<file path="config.mk">
export PLATFORM = sky130hd
export DESIGN_NAME = seq_accum
export DESIGN_NICKNAME = d
export VERILOG_FILES = /design/src/rtl/seq_pkg.sv /design/src/rtl/seq_add_core.sv /design/src/rtl/seq_accum.sv
export SDC_FILE = /design/constraint.sdc
export NUM_CORES = 1
export LEC_CHECK = 0
export CORE_MARGIN = 8
export CORE_UTILIZATION = 41
export CTS_CLUSTER_SIZE = 8
export DETAILED_ROUTE_END_ITERATION = 6
export HOLD_SLACK_MARGIN = 0.15
export PLACE_DENSITY_LB_ADDON = 0.3
export SLEW_MARGIN = 20
export SYNTH_ARGS = -nofsm -noshare
export SYNTH_HDL_FRONTEND = slang
export SYNTH_HIERARCHICAL = 1
export SYNTH_SLANG_ARGS = --single-unit
</file>
<file path="constraint.sdc">
create_clock -name clk -period 2.5 [get_ports clk]
set_input_delay 0.375 -clock clk [delete_from_list [all_inputs] [get_ports clk]]
set_output_delay 0.375 -clock clk [all_outputs]
set_load 0.05 [all_outputs]
</file>
<file path="src/rtl/seq_pkg.sv">
// seq_pkg: shared state encoding and mode constants for seq_accum
package seq_pkg;
  typedef enum logic [1:0] {S_IDLE, S_ACC, S_OUT} state_t;
  localparam logic MODE_SINGLE = 1'b0;
  localparam logic MODE_ACC = 1'b1;
endpackage

</file>
<file path="src/rtl/seq_add_core.sv">
// seq_add_core: acc+x+y with sticky carry, saturating when SEQ_ACCUM_SAT_EN is defined
module seq_add_core #(
  parameter int WIDTH = 4
) (
  input  logic [WIDTH-1:0] acc,
  input  logic [WIDTH-1:0] x,
  input  logic [WIDTH-1:0] y,
  input  logic             ci,
  output logic [WIDTH-1:0] sum,
  output logic             carry
);
  logic [WIDTH+1:0] total;
  // three-operand sum; any bit above WIDTH-1 means one of the two additions carried out
  always_comb begin
    total = {2'b00, acc} + {2'b00, x} + {2'b00, y};
    carry = ci | (|total[WIDTH+1:WIDTH]);
`ifdef SEQ_ACCUM_SAT_EN
    sum = carry ? {WIDTH{1'b1}} : total[WIDTH-1:0];
`else
    sum = total[WIDTH-1:0];
`endif
  end
endmodule

</file>
<file path="src/rtl/seq_accum.sv">
// seq_accum: handshaked single-add / multi-beat accumulator (optional saturation via SEQ_ACCUM_SAT_EN)
module seq_accum
  import seq_pkg::*;
#(
  parameter int WIDTH = 4,
  parameter int MAX_BEATS = 16
) (
  input  logic                             clk,
  input  logic                             rst,
  input  logic                             mode,
  input  logic                             in_valid,
  output logic                             in_ready,
  input  logic [WIDTH-1:0]                 operand_a,
  input  logic [WIDTH-1:0]                 operand_b,
  input  logic                             in_last,
  output logic                             out_valid,
  input  logic                             out_ready,
  output logic [WIDTH-1:0]                 result,
  output logic                             overflow,
  output logic [$clog2(MAX_BEATS+1)-1:0]   beat_cnt
);
  localparam int CW = $clog2(MAX_BEATS+1);
  state_t state, next;
  logic first, accept, done, carry_n;
  logic [CW-1:0] cnt_inc;
  logic [WIDTH-1:0] sum_n;
  assign first = state == S_IDLE;
  assign in_ready = state != S_OUT;
  assign out_valid = state == S_OUT;
  assign accept = in_valid & in_ready;
  assign cnt_inc = first ? CW'(1) : beat_cnt + 1'b1;
  assign done = in_last | (first & (mode == MODE_SINGLE)) | (cnt_inc == CW'(MAX_BEATS));
  seq_add_core #(.WIDTH(WIDTH)) u_add (
    .acc   (first ? {WIDTH{1'b0}} : result),
    .x     (operand_a),
    .y     (operand_b),
    .ci    (~first & overflow),
    .sum   (sum_n),
    .carry (carry_n)
  );
  // state register
  always_ff @(posedge clk) begin
    if (rst) state <= S_IDLE;
    else state <= next;
  end
  // next state: drain on out_ready, otherwise advance on an accepted beat
  always_comb begin
    next = state;
    next = (state == S_OUT) ? (out_ready ? S_IDLE : S_OUT) : accept ? (done ? S_OUT : S_ACC) : state;
  end
  // partial sum, sticky overflow and beat count; a first beat restarts all three
  always_ff @(posedge clk) begin
    if (rst) begin
      result <= '0;
      overflow <= 1'b0;
      beat_cnt <= '0;
    end else if (accept) begin
      result <= sum_n;
      overflow <= carry_n;
      beat_cnt <= cnt_inc;
    end
  end
endmodule

</file>
==> results of run 1 <==
[final cells by class]
class                   count  share of cell area
repair buffers             29               0.234
multi-input cells          74               0.494
clock buffers               3              0.0188
well taps                  28              0.0293
inverters                   7              0.0220
flip-flops and latches     12               0.202
[logic make-up after synthesis]
group,count (synthesis),synth area share
simple gates,37,0.214
compound gates,23,0.211
buf+inv,12,0.0652
flops,12,0.272
fa+ha+maj,9,0.170
mux,3,0.0397
xor+xnor,2,0.0283
[metrics by stage]
step                      hold WS (ps)   util  TNS [ps]  worst slack, ps  instances
after global routing               499  0.562         0             43.2        153
after CTS                          471  0.560         0              104        153
after floorplan                    453      -         0             63.8         98
after global placement             449  0.549     -81.8            -81.8        150
after detailed placement           460  0.549      -138             -138        150
final                              467  0.562         0              157        153
[sequential cells by signal (all words and copies together), names as in the netlist]
register / count
overflow: 1
state: 2
result: 4
beat_cnt: 5
[power by group through the flow]
stage,sequential (mW),combinational [mW],clock [mW]
floorplan,0.257,0.108,0
global placement,0.219,0.220,0
detailed placement,0.220,0.222,0
CTS,0.216,0.224,0.121
global route,0.219,0.242,0.126
finish,0.216,0.222,0.113
[cell usage in the layout (no fill, tap or decap), types with 2 or more instances in the layout]
| cell | instances |
|---|---|
| inv_1 | 7 |
| a21oi_1 | 8 |
| a311oi_1 | 2 |
| clkdlybuf4s50_1 | 25 |
| nand3_1 | 2 |
| clkbuf_4 | 3 |
| nor2b_1 | 6 |
| nand2_1 | 15 |
| a22oi_1 | 2 |
| buf_4 | 4 |
| ha_1 | 4 |
| nand4_1 | 2 |
| nor2_1 | 4 |
| fa_1 | 5 |
| dfxtp_1 | 11 |
[worst max-delay path, cell delays in order, from the launching register on]
cell and delay [ps]:
dfxtp_1 380, nor2_4 70, nor2b_1 150, fa_1 450, ha_1 240, fa_1 400
nor4b_1 300, a31oi_1 120, nand2_1 60, a21oi_1 50
[final timing paths]
kind            start       end  slack (ps)  cells past startpoint
max          state[1]  overflow         160                      9
min          overflow  overflow         470                      2
max reg2reg  state[1]  overflow         160                      9
min reg2reg  overflow  overflow         470                      2
[layer usage]
metal / vias to the layer above / GRT usage / share of wire
li1: 395 / - / -
met1: 359 / 0.121 / 0.47
met2: 23 / 0.177 / 0.46
met3: 2 / 0.0323 / 0.062
met4: 0 / 0.0399 / 0.0062
met5: - / 0 / 0
==> summary.md, run 1 <==
• 591 um^2 — Multi-input gate area
• 1580 um — Final HPWL DP
• dfxtp_1 (27%), fa_1 (11%), nand2_1 (6.4%), ha_1 (5.7%), a21oi_1 (4.5%) — most area-consuming cells after synthesis
• 62.4 um — width of the chip
• 3550 um — wire length of the first global-routing pass
• 12 — Sinks on Clock Net
• 1170 um^2 — Cell Area, Placed
• 4 — Max Fanout on Critical Path
• 25 — IO buf count
• 2340 ps — final critical-path required period
• false — setup repair after global routing missed its margin
• 0.105 — All-Layer GR Usage
• 0 — reported max-cap violation count
• 98 — number of instances in the synthesized netlist
• 40 — distinct cell type count after synthesis
• nand2_1 — top-count cell post-synth
• 0 — Max Transition Viols Final
• 0.937 — portion of the clock cycle consumed by the worst path in the final layout
• 0.206 — portion of total power attributed to the clock network
• 779 — total number of vias
• flip-flop — startpoint type of the worst setup path
• 26 — I/O pin cnt
• 13 — largest net degree at the start of global routing
• 3 — Num CTS Buffers
• 0.415 — effective utilization at floorplan
• finished, final reports clean — run status
• 0 — # setup viols final
• 12.7 um — post-DR wirelength/cell
• dfxtp_1 — dominant cell type by area after synthesis
• dfxtp_1 — ys flop type
• 3900 um^2 — die area
• 500 ps — measured slew at the worst slew-check pin
• 0 — Routed Antenna Nets
• 0.357 mW — cell internal power dissipation
• 191 — FILL cells
• 0 — number of diodes added for antenna fixing
• 0.272 — part of the Yosys area used for sequential elements
• 62.4 um — height of the chip
• 0 — setup fix buffers added after clock tree synthesis
• 427 MHz — Max Clk Rate
• 70 ps — CTS clk-pin slew, worst paths
• 0.194 mW — sw power
• 17 — Placement Rows
• 0 — Residual DRC
• 0 — final-report hold violation count
• 12 — number of flip-flops and latches in the synthesized netlist
• 0.392 — share of total power in sequential cells
• 0.352 — net switching fraction of the power
• 0 — antenna violations before repair
• 11 — drt first-iter violations
• 0.272 — top-area cell type share of the netlist area
• 1200 um^2 — final std cell area, no fill
• 1 — CTS H-tree lvls
• 842 — vias in the first global route
• nand2_1 (15), dfxtp_1 (12), a21oi_1 (8), inv_1 (7), nor2b_1 (6) — commonest cells in the synthesized netlist
• 0 — final global-route overflow total
• 0.551 mW — Power, Total
• 260 ps — clock latency on the worst-skew pair
• flip-flop to flip-flop — Worst Setup Path Type
• 0 — number of hold buffers added after CTS
• 883 um^2 — synthesized area
• 0.807 — routability congestion estimate
• 1.77 ps — Clock Skew
• 2630 ps — CP Data Required Time
• 5.09 — vias per cell
• 259 uV — peak ir drop on the vdd network
• 121 — number of nets produced by synthesis
• 6 — total number of yosys warnings
• 0.463 nW — Pleak
• 2480 ps — arrival time worst endpoint
• flip-flop — Critical Path End Type
• 35.4% — post-synthesis to final-layout area growth
• 2 — maximum count of clock buffers along a single path
• clkbuf_4 — root buffer cell
• 0 — number of enable-type register cells in the synthesized netlist
• 461 nW/um^2 — total power density per cell area
• 0.402 — Gate power share
• 1950 um — WL final
• 0 — CTS resizes
• built — TritonCTS clock tree
• 150 — number of nets at the end of the flow
• flip-flop to flip-flop — type of the worst min-delay path
• 0 — asr flop ratio synth
• 0.665 — worst max-slew margin expressed relative to the limit
• 9.01 um^2 — average cell area after synthesis
• 2130 um^2 — Core Area
• 241 um^2 — footprint of the flip-flops and latches
• 4 — Pre-Repair DR Iteration Count
• 0.128 — share of final-layout standard cells stronger than drive strength 1
(Power assumes the default switching activity.)
==> inputs of run 2 (changes only) <==
--- a/config.mk
+++ b/config.mk
@@ -11,6 +11,7 @@
 export DETAILED_ROUTE_END_ITERATION = 6
 export HOLD_SLACK_MARGIN = 0.15
 export PLACE_DENSITY_LB_ADDON = 0.3
+export REMOVE_ABC_BUFFERS = 1
 export SLEW_MARGIN = 20
 export SYNTH_ARGS = -nofsm -noshare
 export SYNTH_HDL_FRONTEND = slang
==> run 2 against run 1 <==
Against the previous run: setup slack worse by 28 ps; die area did not move; power increased by 8.2%; highest routed layer unchanged.
==> summary.md, run 2 (synthesized netlist as in run 1, its figures left out) <==
• 2640 ps — CP Data Required Time
• 0 — Residual DRC
• 0.415 — effective utilization at floorplan
• 0 — antenna violations before repair
• 0.948 — portion of the clock cycle consumed by the worst path in the final layout
• 208 — FILL cells
• met2 — most utilized layer in the global route result
• 270 ps — clock latency on the worst-skew pair
• 130 ps — reg-to-reg setup timing slack
• 0 — reported max-cap violation count
• 1 — CP Buf/Inv Count
• result[0] — hold wc startpoint
• 0 — Routed Antenna Nets
• clkdlybuf4s50_1 — leading cell type in the layout, fill and taps excluded
• 5.34 — vias per cell
• 0 — number of hold buffers added after CTS
• 129 ps — worst-case setup margin in the final layout
• 0 — number of diodes added for antenna fixing
• 422 MHz — Max Clk Rate
• 25 — IO buf count
• 1 — CTS H-tree lvls
• state[1] — FF-to-FF Start
• 0 — CTS resizes
• 311 uV — peak ir drop on the vdd network
• 62.4 um — width of the chip
• 0.121 — fraction of met1 tracks used by global routing
• fa_1 — slowest cell on the critical path
• 2 — maximum count of clock buffers along a single path
• 2 — Max Fanout on Critical Path
• 26 — I/O pin cnt
• 2130 um — WL final
• 856 — vias in the first global route
• 0 — setup fix buffers added after clock tree synthesis
• 0.809 — routability congestion estimate
• 492 nW/um^2 — total power density per cell area
• 12 — Sinks on Clock Net
• 0.596 mW — Power, Total
• 3.42 ps — Clock Skew
• 1660 um — Final HPWL DP
• 2 — count of cells along the worst hold path
• beat_cnt — register with the most flip-flops
• 0.474 nW — Pleak
• 0 — final-report hold violation count
• 490 ps — delay of the slowest critical-path stage
• 2520 ps — arrival time worst endpoint
• 0 ps — aggregate negative setup slack
• fa_1 — most numerous cell on the critical path
• 155 — post-route insts no fill
• 13 — largest net degree at the start of global routing
• 3 — Num CTS Buffers
• 5 — Largest register FFs
• 0.569 — utilization after layout
• 828 — total number of vias
• result[0] — Endpoint, Worst Hold
• adder cells — Largest delay share family, worst path
• 500 ps — measured slew at the worst slew-check pin
• 17 — Placement Rows
• 1210 um^2 — final std cell area, no fill
• 2130 um^2 — Core Area
• primary input to flip-flop — Worst Setup Path Type
• 0.665 — worst max-slew margin expressed relative to the limit
• primary input — startpoint type of the worst setup path
• finished, final reports clean — run status
• 2370 ps — final critical-path required period
• -139 ps — Placement Setup Slack
• 4 — Pre-Repair DR Iteration Count
• 7 — drt first-iter violations
• clkdlybuf4s50_1 (25), nand2_1 (15), dfxtp_1 (12) — most frequent cells in the layout
• 151 — number of placed instances, taps included
• 0.134 — share of final-layout standard cells stronger than drive strength 1
• false — setup repair after global routing missed its margin
• 151 — number of nets at the end of the flow
• clkbuf_4 — root buffer cell
• 3900 um^2 — die area
• 0 — # setup viols final
• flip-flop — Critical Path End Type
• 1170 um^2 — Cell Area, Placed
• 13.7 um — post-DR wirelength/cell
• beat_cnt (5), result (4), state (2) — Top Registers
• 37.1% — post-synthesis to final-layout area growth
• 0.0376 — met3 demand-to-capacity share in global routing
• 3620 um — wire length of the first global-routing pass
• 0 — Max Transition Viols Final
• 9 — Worst R2R Path Depth
• 0.110 — All-Layer GR Usage
• flip-flop to flip-flop — type of the worst min-delay path
• 586 um^2 — Multi-input gate area
• 240 um^2 — footprint of the flip-flops and latches
• overflow — endpoint of the worst register-to-register path
• 62.4 um — height of the chip
• built — TritonCTS clock tree
• 80 ps — CTS clk-pin slew, worst paths
• 0 — final global-route overflow total
• clkdlybuf4s50_1 -> fa_1 -> ha_1 -> fa_1 -> nor4b_1 -> a31oi_1 -> nand2_1 -> a21oi_1 — CP Cell Sequence
• 469 ps — Worst Hold Margin
• 0.195 — met2 Resource Use GR
[run 2: worst max-delay path by stage]
| stage | startpoint | endpoint | slack (ps) | depth (start not counted) |
|---|---|---|---|---|
| floorplan | result[1] | overflow | -3 | 8 |
| global placement | operand_b[1] | overflow | -70 | 8 |
| detailed placement | operand_b[1] | overflow | -140 | 8 |
| CTS | state[1] | overflow | 140 | 9 |
| global route | state[1] | overflow | 0.8 | 9 |
| finish | operand_b[1] | overflow | 130 | 8 |
[run 2: power breakdown]
group          switching, mW  leakage, nW  internal (mW)  total, mW
clock                 0.0658       0.0210         0.0884      0.154
combinational          0.128        0.355         0.0989      0.226
sequential            0.0109       0.0981          0.204      0.215
total                  0.204        0.474          0.392      0.596
[run 2: final cells by class]
type / count / area share
clock buffer: 4 / 0.0300
inverter: 7 / 0.0217
multi-input combinational: 74 / 0.483
sequential: 12 / 0.198
tap: 28 / 0.0289
timing repair buffer: 30 / 0.238
[run 2: per-layer routing]
layer  wire, um  vias up  part of all wire
met5          0        -                 0
met4         13        0            0.0061
met3        115        2             0.054
met2       1030       30              0.48
met1        972      394              0.46
li1           -      402                 -
[run 2: worst reg2reg max path: stages (launching register included)]
cell     delay, ps
dfxtp_1        320
nor2_2         150
nor2b_1         80
fa_1           460
ha_1           240
fa_1           400
nor4b_1        320
a31oi_1        130
nand2_1         70
a21oi_1         60
==> patch 1: new RTL, config.mk and constraints of run 2 <==
Put one more register stage on the output `beat_cnt`, with the module's reset. The value now appears one clock later. The other outputs are not delayed to match.
--- a/src/rtl/seq_accum.sv
+++ b/src/rtl/seq_accum.sv
@@ -21,4 +21,6 @@
 );
   localparam int CW = $clog2(MAX_BEATS+1);
+
+  logic [$clog2(MAX_BEATS+1)-1:0] beat_cnt_s0;
   state_t state, next;
   logic first, accept, done, carry_n;
@@ -29,5 +31,5 @@
   assign out_valid = state == S_OUT;
   assign accept = in_valid & in_ready;
-  assign cnt_inc = first ? CW'(1) : beat_cnt + 1'b1;
+  assign cnt_inc = first ? CW'(1) : beat_cnt_s0 + 1'b1;
   assign done = in_last | (first & (mode == MODE_SINGLE)) | (cnt_inc == CW'(MAX_BEATS));
   seq_add_core #(.WIDTH(WIDTH)) u_add (
@@ -54,11 +56,19 @@
       result <= '0;
       overflow <= 1'b0;
-      beat_cnt <= '0;
+      beat_cnt_s0 <= '0;
     end else if (accept) begin
       result <= sum_n;
       overflow <= carry_n;
-      beat_cnt <= cnt_inc;
+      beat_cnt_s0 <= cnt_inc;
     end
   end
+  always_ff @(posedge clk) begin
+    if (rst) begin
+      beat_cnt <= '0;
+    end else begin
+      beat_cnt <= beat_cnt_s0;
+    end
+  end
+
 endmodule
 
Check against the original RTL: not equivalent (a bounded check fails within 4 cycles, from zero or initial values and one cycle with rst high).
==> patch 1 against run 2 <==
Sequential power grew 38%. Global-route usage is 0.78 points lower. Core utilization down 0.97 points. Area after synthesis rose by 15%. Setup slack got worse by 0.00052 ns. Design area rose by 11%. Count of clock-buffer cells in the layout down 1. Die area grew 11%. Sequential cell count rose by 5. Routed wire length increased by 3.0%. Power up 11%. Via count rose by 6.0%.
==> patch 1: results (changes against run 2) <==
[status]
status = finished, final reports clean

[setup_path]
arrival_ns = 2.00  ; -0.52 ns
crit_start = state[0]
slowest_stage = clkdlybuf4s50_1
critPathMaxFanout = 10  ; +8
cp_slowest_stage_delay_ns = 0.80  ; +0.31 ns
crit_path_end = out_valid
r2r-end = overflow

[global_route]
grt_max_degree = 12  ; -1
antenna_found_initial = 0  ; unchanged
grt_first_pass_wirelength_microns = 3560  ; -1.7%
grt_pass1_vias = 857  ; +0.12%
grt_util_all_layers = 0.1027  ; -0.007770

[layout]
fin_cells = 168  ; +8.4%
drive_gt1_frac = 0.1449  ; +0.01107
seq_area_sq_um = 340.3  ; +42%
largest_registers = beat_cnt x5, beat_cnt_s0 x5, result x4
fillCellCount = 224  ; +7.7%

[place]
pre_cts_ws_ns = -0.1318  ; +0.007084 ns
dpl.hpwl_microns = 1778  ; +6.9%
dp.cells = 164  ; +8.6%
gp_congestion = 0.7472  ; -7.7%
placed_cell_area_sq_um = 1315  ; +12%

[sta]
max_slew_margin = 0.6623  ; -0.003027
layout_worst_path_cycle_share = 0.9486  ; about the same
clock_skew_ns = 0.0004845  ; -0.002936 ns

[power]
pg_clk_mw = 0.142  ; -8%
sequentialPowerShare = 0.445  ; +0.084
swShare = 0.3316  ; -0.01136
p_leak_nw = 0.5263  ; +11%
p_per_area_nw_per_um2 = 492.0  ; about the same
ir_drop_mv = 0.3206  ; +3.2%

[clocking]
clk_transition_reported_paths_ns = 0.09
root_buffer = clkbuf_4

[synth]
ys_types = 42  ; +5.0%
synth-seq-area-share = 0.3354  ; +0.06343
synth_common_cells = 17 x dfxtp_1, 15 x nand2_1, 10 x nor2b_1
synth_area_leaders = dfxtp_1 34%, fa_1 9.9%, nor2b_1 6.2%
ys_async_sr_fraction = 0  ; unchanged
syn_inst = 108  ; +10%

[route]
wire_per_inst_microns = 13.05  ; -5.0%
vias = 878  ; +6.0%
drt_iter0_drc = 11  ; +4
firstDrtPassIters = 5  ; +1

-- patch 1: cell types whose count changed in the layout (fill, tap and decap cells not counted), sizes merged --
cell and change:
and2b +1, clkbuf -1, nor2b +4, clkinv +1, dfxtp +5, buf +1
-- patch 1: layout make-up --
type / count / share of cell area
multi-input cells: 79 / 0.4610
flip-flops and latches: 17 / 0.2523
repair buffers: 31 / 0.2189
well taps: 30 / 0.02783
inverters: 7 / 0.01948
clock buffers: 3 / 0.01670
clock inverters: 1 / 0.003711
-- patch 1: kinds of logic after synthesis --
logic type / Yosys count / synth area share
simple gates: 42 / 0.2158
compound gates: 23 / 0.1837
flops: 17 / 0.3354
buf+inv: 12 / 0.05795
fa+ha+maj: 9 / 0.1480
mux: 3 / 0.03452
xor+xnor: 2 / 0.02467
-- patch 1: routing by layer --
| layer | vias up | GRT usage | part of all wire |
|---|---|---|---|
| li1 | 432 | - | - |
| met1 | 420 | 0.1123 | 0.44 |
| met2 | 20 | 0.1754 | 0.50 |
| met3 | 6 | 0.03061 | 0.046 |
| met4 | 0 | 0.05177 | 0.015 |
| met5 | - | 0 | 0 |
-- patch 1: worst min path at each step --
stage | slack [ns] | endpoint | startpoint | cells after the start
after floorplan | 0.44 | beat_cnt_s0[4] | rst | 1
after global placement | 0.46 | result[0] | result[0] | 2
after detailed placement | 0.46 | result[0] | result[0] | 2
after CTS | 0.47 | result[0] | result[0] | 2
after global routing | 0.49 | result[0] | result[0] | 2
final | 0.47 | result[0] | result[0] | 2
-- patch 1: worst max-delay path: cells and delay by family, from the launching register on --
family / cells / cell delay, ns
buffers and inverters: 3 / 1.04
AND/OR/NAND/NOR: 1 / 0.34
flip-flops: 1 / 0.33
-- patch 1: timing repair --
item	CTS	global route
resized for setup	0	1
hold endpoints to repair	0	0
endpoints found under the setup margin	0	1
==> patch 2: new RTL, flow settings as in run 2 <==
Made on the original files. Change the parameter `MAX_BEATS` from 16 to 32.
--- a/src/rtl/seq_accum.sv
+++ b/src/rtl/seq_accum.sv
@@ -4,5 +4,5 @@
 #(
   parameter int WIDTH = 4,
-  parameter int MAX_BEATS = 16
+  parameter int MAX_BEATS = 32
 ) (
   input  logic                             clk,
Ports: changed (resized beat_cnt); port bits go from 26 to 27. The function was not compared with the original's and may differ.
==> patch 2 against run 2 <==
Area after synthesis up 1.4%. Cell count up 5.2%. Setup slack improved by 0.022 ns. Power shrank 2.9%. Global-route usage up 0.73 points. Sequential cell count up 1. Routed wire length is 2.2% higher. Sequential share of layout area rose by 1.3 points. Highest routed layer unchanged. Design area is 1.7% higher.
==> patch 2: results (changes against run 2) <==
[synth]
synth-seq-area-share = 0.2905  ; +0.01855
synth_common_cells = 17 x nand2_1, 13 x dfxtp_1, 10 x a21oi_1

[global_route]
use_met3 = 0.05735  ; +0.01971
grt_pass1_vias = 824  ; -3.7%
grt_max_degree = 14  ; +1
globalRouteMet1Util = 0.1341  ; +0.01330
grt_util_all_layers = 0.1178  ; +0.007325

[layout]
fillCellCount = 209  ; +0.48%

[route]
met2_length_microns = 1051  ; +2.4%
wl_met3_microns = 157  ; +37%

[sta]
max_slew_margin = 0.6561  ; -0.009244
clock_skew_ns = 0.006886  ; +0.003465 ns
min_period_ns = 2.349  ; -0.02238 ns
fin_hold_ws_ns = 0.4731  ; +0.003890 ns

[floorplan]
die-area_sq_um = 3937  ; +1.1%

[min_path]
hold_start = result[3]
min_to = result[3]

[clocking]
clk_latency_ns = 0.29  ; +0.02 ns

[setup_path]
critPathMaxFanout = 4  ; +2
arrival_ns = 2.50  ; -0.02 ns
r2r_slack_ns = 0.15  ; +0.02 ns
r2r_start = state[0]

[place]
dp.cells = 159  ; +5.3%
gp_congestion = 0.7813  ; -3.5%

[status]
status = finished, final reports clean

[power]
ir_drop_mv = 0.3324  ; +7.0%
p_leak_nw = 0.4793  ; +1.1%

patch 2: cell count changes after synthesis, moves of 2 or more:
cell,before,now
nand2_1,15,17
clkbuf_1,2,5
mux2i_1,1,3
nand4_1,2,0
a21oi_1,8,10
nor2_1,4,6
o21ai_0,0,4
patch 2: worst max-delay path by stage:
stage	startpoint	endpoint	cells past startpoint
5_1_grt	state[0]	overflow	9
3_5_place_dp	operand_b[1]	overflow	8
4_1_cts	state[1]	overflow	9
3_3_place_gp	operand_b[1]	overflow	8
6_report	state[0]	overflow	9
2_1_floorplan	result[1]	overflow	8
patch 2: final cells by class:
type	instances	area, sq um	area share
multi-input combinational	82	596.8	0.4848
timing repair buffer	30	290.3	0.2358
sequential	13	260.3	0.2114
tap	28	35.03	0.02846
clock buffer	4	26.28	0.02134
inverter	6	22.52	0.01829
patch 2: logic make-up (layout without fill, tap and decap cells):
kind of cell / Yosys count / in the layout / synth area share
AND/OR/NAND/NOR: 41 / 41 / 0.2304
AO/OA/AOI/OAI: 26 / 26 / 0.1941
flip-flops: 13 / 13 / 0.2905
buffers and inverters: 12 / 40 / 0.05167
adder cells (fa/ha/maj): 9 / 9 / 0.1676
multiplexers: 4 / 4 / 0.04609
XOR/XNOR: 2 / 2 / 0.01956
patch 2: critical path, cell delays in order, from the launching register on:
cell     delay (ns)
dfxtp_1        0.38
nor2_4         0.06
nor2b_1        0.16
fa_1           0.44
ha_1           0.24
fa_1           0.40
nor4b_1        0.29
a31oi_1        0.12
nand2_1        0.07
a21oi_1        0.06
patch 2: repair_timing:
action                     CTS  global route
setup endpoints to repair    0             2
resized for setup            0             2
setup buffers                0             0
patch 2: where the power goes:
part	internal [mW]	switching (mW)	total, mW
registers	0.220	0.0105	0.231
logic	0.0914	0.123	0.215
clock network	0.0621	0.0714	0.133
